<file path="config.mk">
export PLATFORM = sky130hd
export DESIGN_NAME = pe_mac
export DESIGN_NICKNAME = d
export VERILOG_FILES = /design/src/rtl/pe_pkg.sv /design/src/rtl/pe_mul.sv /design/src/rtl/pe_mac.sv
export SDC_FILE = /design/constraint.sdc
export NUM_CORES = 1
export LEC_CHECK = 0
export CAP_MARGIN = 0
export CORE_ASPECT_RATIO = 0.6
export CORE_MARGIN = 1
export CORE_UTILIZATION = 59
export DETAILED_ROUTE_END_ITERATION = 8
export HOLD_SLACK_MARGIN = 0.15
export PLACE_DENSITY = 0.78
export SLEW_MARGIN = 25
export SYNTH_ARGS = -nofsm -noshare
export SYNTH_HDL_FRONTEND = slang
export SYNTH_SLANG_ARGS = --single-unit
</file>
<file path="constraint.sdc">
create_clock -name clk -period 6.2 [get_ports clk]
set_clock_uncertainty 0.15 [all_clocks]
set_input_delay 1.24 -clock clk [delete_from_list [all_inputs] [get_ports clk]]
set_output_delay 1.24 -clock clk [all_outputs]
set_load 0.02 [all_outputs]
</file>
<file path="src/rtl/pe_pkg.sv">
// ---------------------------------------------------------------------------
// pe_pkg
// Shared definitions for the accumulating processing element (pe_mac) and
// its pipelined multiplier (pe_mul):
//   - accumulator FSM state encoding
//   - bit positions of the first/last flags carried alongside the product
//   - helpers that derive the saturation limits from the accumulator width
//     (used only when the design is built with PE_SAT_EN defined)
// ---------------------------------------------------------------------------
package pe_pkg;

    typedef enum logic {
        ST_IDLE = 1'b0,
        ST_ACC  = 1'b1
    } pe_state_e;

    // Flag vector travelling with the stage-1 product
    localparam int FLAG_FIRST = 0;
    localparam int FLAG_LAST  = 1;
    localparam int FLAG_W     = 2;

    // Saturation helpers return a 64-bit pattern; callers truncate to ACCW,
    // so accumulators up to 64 bits are covered.
    // Upper limit: 2^(w-1)-1 when signed, 2^w-1 when unsigned.
    function automatic logic [63:0] sat_max(input int accw, input bit sgn);
        logic [63:0] m;
        m = '0;
        for (int i = 0; i < 64; i++) begin
            if (i < (sgn ? accw - 1 : accw)) begin
                m[i] = 1'b1;
            end
        end
        return m;
    endfunction

    // Lower limit: -2^(w-1) when signed, 0 when unsigned.
    function automatic logic [63:0] sat_min(input int accw, input bit sgn);
        logic [63:0] m;
        m = '0;
        for (int i = 0; i < 64; i++) begin
            if (sgn && (i == accw - 1)) begin
                m[i] = 1'b1;
            end
        end
        return m;
    endfunction

endpackage

</file>
<file path="src/rtl/pe_mul.sv">
// ---------------------------------------------------------------------------
// pe_mul
// Registered DW x DW multiplier forming pipeline stage 1 of pe_mac.
// On a qualified pair (go_i) it captures the 2*DW-bit product, signed or
// unsigned according to SIGNED, together with the first/last flags.
//
// Ports
//   clk        clock
//   rst_n      synchronous active-low reset
//   go_i       pair qualified this cycle
//   a_i, b_i   operands (DW bits)
//   first_i    pair starts a dot product
//   last_i     pair ends a dot product
//   p_vld_o    product register holds a fresh product
//   p_o        product (2*DW bits)
//   flags_o    first/last flags, indexed by FLAG_FIRST / FLAG_LAST
// ---------------------------------------------------------------------------
module pe_mul
    import pe_pkg::*;
#(
    parameter int DW     = 8,
    parameter int SIGNED = 1
) (
    input  logic              clk,
    input  logic              rst_n,
    input  logic              go_i,
    input  logic [DW-1:0]     a_i,
    input  logic [DW-1:0]     b_i,
    input  logic              first_i,
    input  logic              last_i,
    output logic              p_vld_o,
    output logic [2*DW-1:0]   p_o,
    output logic [FLAG_W-1:0] flags_o
);

    logic [2*DW-1:0]   a_ext;
    logic [2*DW-1:0]   b_ext;
    logic [2*DW-1:0]   prod_d;
    logic              p_vld_q;
    logic [2*DW-1:0]   p_q;
    logic [FLAG_W-1:0] flags_q;

    // The low 2*DW bits of a product of sign-extended operands equal the
    // two's-complement product, so one multiplier serves both modes.
    always_comb begin
        a_ext = '0;
        b_ext = '0;
        a_ext[DW-1:0] = a_i;
        b_ext[DW-1:0] = b_i;
        for (int i = DW; i < 2*DW; i++) begin
            a_ext[i] = (SIGNED != 0) & a_i[DW-1];
            b_ext[i] = (SIGNED != 0) & b_i[DW-1];
        end
        prod_d = a_ext * b_ext;
    end

    // Product and flags are only meaningful while p_vld_q is high, so they
    // simply hold between qualified pairs.
    always_ff @(posedge clk) begin
        if (!rst_n) begin
            p_vld_q <= 1'b0;
            p_q     <= '0;
            flags_q <= '0;
        end else begin
            p_vld_q <= go_i;
            if (go_i) begin
                p_q                 <= prod_d;
                flags_q[FLAG_FIRST] <= first_i;
                flags_q[FLAG_LAST]  <= last_i;
            end
        end
    end

    assign p_vld_o = p_vld_q;
    assign p_o     = p_q;
    assign flags_o = flags_q;

endmodule

</file>
<file path="src/rtl/pe_mac.sv">
// ---------------------------------------------------------------------------
// pe_mac
// Accumulating systolic processing element. Forwards both operand streams to
// the east/south neighbours with one cycle of latency, multiplies qualified
// operand pairs (pe_mul, stage 1), accumulates products over a window framed
// by acc_first/acc_last (stage 2) and presents the finished sum on a
// valid/ready result port.
//
// Build option
//   PE_SAT_EN  defined: accumulator clamps to its limits on overflow
//              undefined: accumulator wraps in ACCW bits
//   err_ovf is raised on overflow in both builds.
//
// Ports
//   clk, rst_n                   clock, synchronous active-low reset
//   in0_vld/in0_data             operand 0 stream in
//   in1_vld/in1_data             operand 1 stream in
//   pe_en                        enables multiply/accumulate
//   acc_first/acc_last           dot-product framing, sampled with a pair
//   out0_vld/out0_data           operand 0 forwarded (registered)
//   out1_vld/out1_data           operand 1 forwarded (registered)
//   res_vld/res_data/res_rdy     result handshake
//   pe_doing                     partial sum or product in flight
//   err_ovr                      sticky: result dropped while one was held
//   err_ovf                      sticky: accumulator add overflowed
//
// Accumulator FSM
//   state   | meaning
//   ST_IDLE | no partial sum; next product starts a window
//   ST_ACC  | partial sum held in acc_q, window open
// ---------------------------------------------------------------------------
module pe_mac
    import pe_pkg::*;
#(
    parameter int DW     = 8,
    parameter int ACCW   = 32,
    parameter int SIGNED = 1
) (
    input  logic            clk,
    input  logic            rst_n,
    input  logic            in0_vld,
    input  logic [DW-1:0]   in0_data,
    input  logic            in1_vld,
    input  logic [DW-1:0]   in1_data,
    input  logic            pe_en,
    input  logic            acc_first,
    input  logic            acc_last,
    output logic            out0_vld,
    output logic [DW-1:0]   out0_data,
    output logic            out1_vld,
    output logic [DW-1:0]   out1_data,
    output logic            res_vld,
    output logic [ACCW-1:0] res_data,
    input  logic            res_rdy,
    output logic            pe_doing,
    output logic            err_ovr,
    output logic            err_ovf
);

`ifdef PE_SAT_EN
    localparam logic [ACCW-1:0] SAT_MAX = ACCW'(sat_max(ACCW, SIGNED != 0));
    localparam logic [ACCW-1:0] SAT_MIN = ACCW'(sat_min(ACCW, SIGNED != 0));
`endif

    // ---------------- pass-through ----------------
    logic            out0_vld_q;
    logic [DW-1:0]   out0_data_q;
    logic            out1_vld_q;
    logic [DW-1:0]   out1_data_q;

    always_ff @(posedge clk) begin
        if (!rst_n) begin
            out0_vld_q  <= 1'b0;
            out0_data_q <= '0;
            out1_vld_q  <= 1'b0;
            out1_data_q <= '0;
        end else begin
            out0_vld_q <= in0_vld;
            out1_vld_q <= in1_vld;
            if (in0_vld) begin
                out0_data_q <= in0_data;
            end
            if (in1_vld) begin
                out1_data_q <= in1_data;
            end
        end
    end

    // ---------------- stage 1: multiplier ----------------
    logic              mul_go;
    logic              p1_vld;
    logic [2*DW-1:0]   p1;
    logic [FLAG_W-1:0] p1_flags;

    assign mul_go = in0_vld & in1_vld & pe_en;

    pe_mul #(
        .DW     (DW),
        .SIGNED (SIGNED)
    ) u_mul (
        .clk     (clk),
        .rst_n   (rst_n),
        .go_i    (mul_go),
        .a_i     (in0_data),
        .b_i     (in1_data),
        .first_i (acc_first),
        .last_i  (acc_last),
        .p_vld_o (p1_vld),
        .p_o     (p1),
        .flags_o (p1_flags)
    );

    // ---------------- stage 2: accumulator ----------------
    pe_state_e       state_q, state_d;
    logic [ACCW-1:0] acc_q, acc_d;
    logic            res_vld_q, res_vld_d;
    logic [ACCW-1:0] res_q, res_d;
    logic            ovr_q, ovr_d;
    logic            ovf_q, ovf_d;

    logic [ACCW-1:0] p1_ext;
    logic [ACCW:0]   sum;
    logic            add_ovf;
    logic [ACCW-1:0] add_res;
    logic            start;
    logic [ACCW-1:0] acc_nxt;
    logic            p1_last;

    always_comb begin
        p1_ext = '0;
        p1_ext[2*DW-1:0] = p1;
        for (int i = 2*DW; i < ACCW; i++) begin
            p1_ext[i] = (SIGNED != 0) & p1[2*DW-1];
        end

        sum = {1'b0, acc_q} + {1'b0, p1_ext};
        if (SIGNED != 0) begin
            add_ovf = (acc_q[ACCW-1] == p1_ext[ACCW-1]) &&
                      (sum[ACCW-1] != acc_q[ACCW-1]);
        end else begin
            add_ovf = sum[ACCW];
        end

        add_res = sum[ACCW-1:0];
`ifdef PE_SAT_EN
        // Signed overflow can only happen with both operands of the same
        // sign, so the accumulator sign tells which limit to clamp to.
        if (add_ovf) begin
            if ((SIGNED != 0) && acc_q[ACCW-1]) begin
                add_res = SAT_MIN;
            end else begin
                add_res = SAT_MAX;
            end
        end
`endif

        // A product arriving in IDLE opens a window even without first.
        start   = (state_q == ST_IDLE) | p1_flags[FLAG_FIRST];
        p1_last = p1_flags[FLAG_LAST];
        acc_nxt = start ? p1_ext : add_res;
    end

    always_comb begin
        state_d   = state_q;
        acc_d     = acc_q;
        res_vld_d = res_vld_q;
        res_d     = res_q;
        ovr_d     = ovr_q;
        ovf_d     = ovf_q;

        if (p1_vld) begin
            acc_d   = acc_nxt;
            state_d = p1_last ? ST_IDLE : ST_ACC;
            if (!start && add_ovf) begin
                ovf_d = 1'b1;
            end
        end

        // A transfer in the same cycle frees the slot for the new result.
        if (p1_vld && p1_last) begin
            if (!res_vld_q || res_rdy) begin
                res_vld_d = 1'b1;
                res_d     = acc_nxt;
            end else begin
                ovr_d = 1'b1;
            end
        end else if (res_vld_q && res_rdy) begin
            res_vld_d = 1'b0;
        end
    end

    always_ff @(posedge clk) begin
        if (!rst_n) begin
            state_q   <= ST_IDLE;
            acc_q     <= '0;
            res_vld_q <= 1'b0;
            res_q     <= '0;
            ovr_q     <= 1'b0;
            ovf_q     <= 1'b0;
        end else begin
            state_q   <= state_d;
            acc_q     <= acc_d;
            res_vld_q <= res_vld_d;
            res_q     <= res_d;
            ovr_q     <= ovr_d;
            ovf_q     <= ovf_d;
        end
    end

    assign out0_vld  = out0_vld_q;
    assign out0_data = out0_data_q;
    assign out1_vld  = out1_vld_q;
    assign out1_data = out1_data_q;
    assign res_vld   = res_vld_q;
    assign res_data  = res_q;
    assign pe_doing  = (state_q == ST_ACC) | p1_vld;
    assign err_ovr   = ovr_q;
    assign err_ovf   = ovf_q;

endmodule
</file>
After elaboration in Yosys (flattened, before gate mapping)
Cells that the tools add are included.
{"block": "totals", "regBits": 105, "latch_bits": 0, "mem_bits_rw": 0, "rom_bits": 0, "input_bits": 24, "memories": 0}
{"block": "classes", "add_sub_neg": 1, "multipliers": 1, "div_mod_pow": 0, "order_cmp": 0, "eq_ne": 3, "shifts": 0, "n_mux": 5, "bitwise_logic": 6, "n_reduce_logical": 12}
{"op": "$add 32x32->32", "n": 1}
{"op": "$mux 32", "n": 1}
{"op": "$mul 8x8->16", "n": 1}
{"op": "$reduce_and 2->1", "n": 4}
{"op": "$logic_and 1x1->1", "n": 4}
{"op": "$mux 1", "n": 4}
{"op": "$and 1x1->1", "n": 2}
{"op": "$logic_not 1->1", "n": 2}
{"op": "$ne 2x1->1 const B", "n": 1}
{"op": "$not 1->1", "n": 2}
{"op": "$or 1x1->1", "n": 2}
{"op": "$reduce_bool 2->1", "n": 1}
{"op": "$eq 1x1->1", "n": 1}
{"op": "$logic_or 1x1->1", "n": 1}
{"op": "$ne 1x1->1", "n": 1}

Depth between registers and ports, before layout
{"block": "logic_depth", "ltp_word": 5, "depth_mapped": 21}

Cells and area by module
Synthesis repeated with hierarchy kept, for this count alone.
{"block": "unflattened", "cells_unflattened": 994, "hier_area_um2": 8391.8}
{"module": "pe_mac", "instances": 1, "cells_per_inst": 640, "area_per_inst_um2": 5116.2}
{"module": "pe_mul", "instances": 1, "cells_per_inst": 354, "area_per_inst_um2": 3275.6}

Worst setup path after synthesis
No wires, ideal clock.
{"block": "synth_timing", "path_type": "input to register", "start": "input in1_data[4]", "end": "register u_mul.p_q[14], in the netlist u_mul.p_o[14]", "arrival_time_ns": 5.583, "required_ns": 5.990, "path_slack_ns": 0.407, "cell_stages": 20, "path_buffers": 1, "cell_sequence": "clkbuf_1 -> and2_1 -> fa_1 -> inv_1 -> fa_1 -> inv_1 -> fa_1 -> inv_1 -> fa_1 -> inv_1 -> ha_1 -> o21ai_0 -> a21boi_0 -> o21ai_0 -> a21boi_0 -> o21ai_0 -> a21boi_0 -> o21ai_0 -> a2111oi_0 -> a311o_1"}
{"block": "synth_via", "elab_chain_len": 1}
{"item": "start: declaration", "line": "pe_mac.sv:44", "source": "input logic [DW-1:0] in1_data,"}
{"item": "$mul 8x8->16", "line": "pe_mul.sv:54", "source": "prod_d = a_ext * b_ext;"}
{"item": "end signal: assignment", "line": "pe_mul.sv:67", "source": "p_q <= prod_d;"}
{"item": "end: declaration", "line": "pe_mul.sv:40", "source": "logic [2*DW-1:0] p_q;"}
Every way passes these cells.
A chain may end at the register's enable or synchronous reset.

Final worst setup path
Ends and elaborated chain as after synthesis.

==> flow_summary_export.csv <==
group,metric,value,unit
clocking,cts_buffer_depth,2,
clocking,htree_levels,3,
clocking,ctsHoldBuffers,0,
critical_path,end_kind,"flop",
die,pin_count,78,
final_layout,antenna-diode-count,0,
sta,finalCriticalPeriod,5.95,ns
placed_design,place_hpwl,15700,um
sta,post-route-period-util,95.9,%
synthesis,synth_area_leaders,"dfxtp_1 (26%), fa_1 (14%), ha_1 (9.2%), inv_1 (4.6%), a21oi_1 (4.1%)",
synthesis,synth_top_area_share,25.8,%
synthesis,syn_avg_cell_area,8.41,um2
global_routing,grt_pass1_wl,34100,um
final_layout,final_net_count,1198,
placed_design,placedInstanceArea,0.00923,mm2
final_layout,syn2layout_area_growth,17.1,%
critical_path,cpPeakStageDelay,0.50,ns
route,first_pass_iters,5,
sta,setup_viol,0,
synthesis,synthArstFlopShare,0,%
min_path,hp-class,"reg2reg",
route,routed-via-count,7167,
clocking,cts_buffers,9,
critical_path,critPathKind,"in2reg",
synthesis,synth_edf_count,0,
placed_design,gp_congestion,0.956,
die,die_w,154,um
final_layout,fin_util,72.5,%
sta,rsz0062_at_grt,"false",
route,wire_per_inst,16.7,um
critical_path,critical_path_required,6.35,ns
pwr,p_per_area,263,mW/mm2
global_routing,overflow,0,
critical_path,path_max_fanout,7,
global_routing,antenna_found_initial,0,
final_layout,finalInstanceArea,0.00953,mm2
pwr,power,2.50,mW
sta,max_clock_freq,168,MHz
final_layout,fill_cells,1000,
placed_design,io_buffers,77,
synthesis,syn_inst,968,
pwr,power_leakage,4.14,nW
route,ant_nets,0,
clocking,cts.clk_slew.worst_paths,0.08,ns
sta,relSlewSlack,40.4,%
synthesis,synthesis.area,0.00814,mm2
sta,tns,0,ns
critical_path,cp.arrival,6.09,ns
synthesis,synth_cell_types,67,
die,die_h,93.0,um
job,cap_violations,0,
synthesis,synth.most_common_cell,"dfxtp_1",
status,status,"complete, no violations",
clocking,cts_sinks,105,
pwr,ir_drop,0.000316,V
synthesis,synth_ff_type,"dfxtp_1",
route,drtIter0Drc,643,
sta,whs,0.324,ns
die,die_area,0.0143,mm2
synthesis,yosys_warnings,0,
sta,finalMaxSlewViolations,0,
final_layout,layout-drive-gt1-share,9.42,%
critical_path,cp-start-kind,"input pin",
clocking,clk-insertion-delay-late,0.35,ns
die,start_util,62.0,%
route,vias_per_cell,5.82,
synthesis,ys_ff_latch,105,
die,core-area,0.0131,mm2
clocking,cts_root_buf,"clkbuf_16",
critical_path,crit_chain,"clkdlybuf4s50_1 > buf_4 > and2_1 > fa_1 > inv_1 > fa_1 > inv_1 > ha_1 > inv_1 > fa_1 > fa_1 > nor2b_1 > o21ai_1 > a21boi_1 > o21ai_1 > a21boi_1 > o21ai_1 > a21boi_2 > o21ai_1 > a2111oi_2 > a311o_1",
clocking,cts_tree,"yes",
global_routing,track_usage,30.4,%
route,drc,0,
sta,worst-slew-pin-transition,0.892,ns
global_routing,grt_pass1_vias,6828,
global_routing,grt_max_degree,43,
die,num_rows,32,
critical_path,r2r_cells,13,
min_path,hold_path_depth,2,
synthesis,syn_nets,1108,
sta,hold_violations,0,
synthesis,seq_area_frac_synth,25.8,%
critical_path,critical_path.slowest_cell,"clkdlybuf4s50_1",
route,drt_wl_total,20600,um
synthesis,synth_common_cells,"dfxtp_1 (105), inv_1 (99), nand2_1 (88)",
synthesis,yosysTopAreaCell,"dfxtp_1",
[layout make-up]
class | instances | area, um2 | area share (%)
multi-input combinational | 716 | 5430 | 57.0
sequential | 105 | 2100 | 22.1
timing repair buffer | 126 | 1140 | 12.0
inverter | 100 | 375 | 3.94
clock buffer | 10 | 229 | 2.40
tap | 170 | 213 | 2.23
clock inverter | 5 | 41.3 | 0.433
[through the flow]
step | worst slack [ns] | cells
final | 0.255 | 1232
after global routing | 0.0135 | 1232
after detailed placement | -0.396 | 1216
after floorplan | 0.407 | 968
after CTS | 0.00762 | 1232
after global placement | -0.199 | 1216
[sequential cells by signal (all words and copies together) (netlist names)]
signal         cells
acc_q             32
res_data          32
u_mul.p_o         16
out0_data          8
out1_data          8
u_mul.flags_o      2
err_ovf            1
err_ovr            1
out0_vld           1
out1_vld           1
res_vld            1
state_q            1
u_mul.p_vld_o      1
[worst paths after layout]
kind	slack, ns	end	start
worst max register to register	2.41	res_data[28]	u_mul.p_o[0]
worst min-delay path	0.32	err_ovf	err_ovf
worst min register to register	0.32	err_ovf	err_ovf
worst max-delay path	0.25	u_mul.p_o[14]	in1_data[4]
[cell families (layout without fill, tap and decap cells)]
family	count (synthesis)	after routing	synth area share [%]
buffers and inverters	147	241	7.81
adder cells (fa/ha/maj)	116	116	23.0
flip-flops	105	105	25.8
AND/OR/NAND/NOR	311	311	18.5
multiplexers	25	25	3.08
XOR/XNOR	30	30	3.23
AO/OA/AOI/OAI	234	234	18.5
[layer usage]
layer / vias up / track usage, % / part of all wire (%)
met2: 255 / 44.2 / 41
met3: 12 / 6.60 / 8.1
li1: 3490 / - / -
met4: 0 / 5.17 / 0.84
met1: 3410 / 46.2 / 51
met5: - / 0 / 0
[critical path, delay by kind of cell]
kind | cells | cell delay, ns
simple gates | 2 | 0.29
buf+inv | 5 | 1.00
fa+ha+maj | 5 | 1.97
compound gates | 9 | 1.56
[report_power, final]
| group | internal (mW) | switching, mW |
|---|---|---|
| Sequential | 0.709 | 0.0247 |
| Combinational | 0.561 | 0.664 |
| Clock | 0.274 | 0.273 |
| Total | 1.54 | 0.961 |
[repair_timing]
item / CTS / global route
gates cloned: 0 / 0
pin swaps: 2 / 1
resized for setup: 2 / 9
endpoints found under the setup margin: 1 / 4
hold endpoints to repair: 0 / 0
buffers inserted: 1 / 0
[layout by cell type, fill, tap and decap left out, drive strengths merged, types with 7 or more instances in the layout]
cell,n
dfxtp,105
inv,101
nand2,88
nor2,83
clkdlybuf4s50,77
a21oi,67
ha,60
o21ai,60
fa,56
buf,49
and2,45
a211oi,28
mux2i,25
xnor2,23
nand3,19
nor3,16
a21o,15
or3,11
o211ai,10
clkbuf,10
nand2b,9
o21a,8
a31oi,8
nor2b,8
and3,8
or2,7
xor2,7
Note: power is estimated with default switching activity, not from simulation.
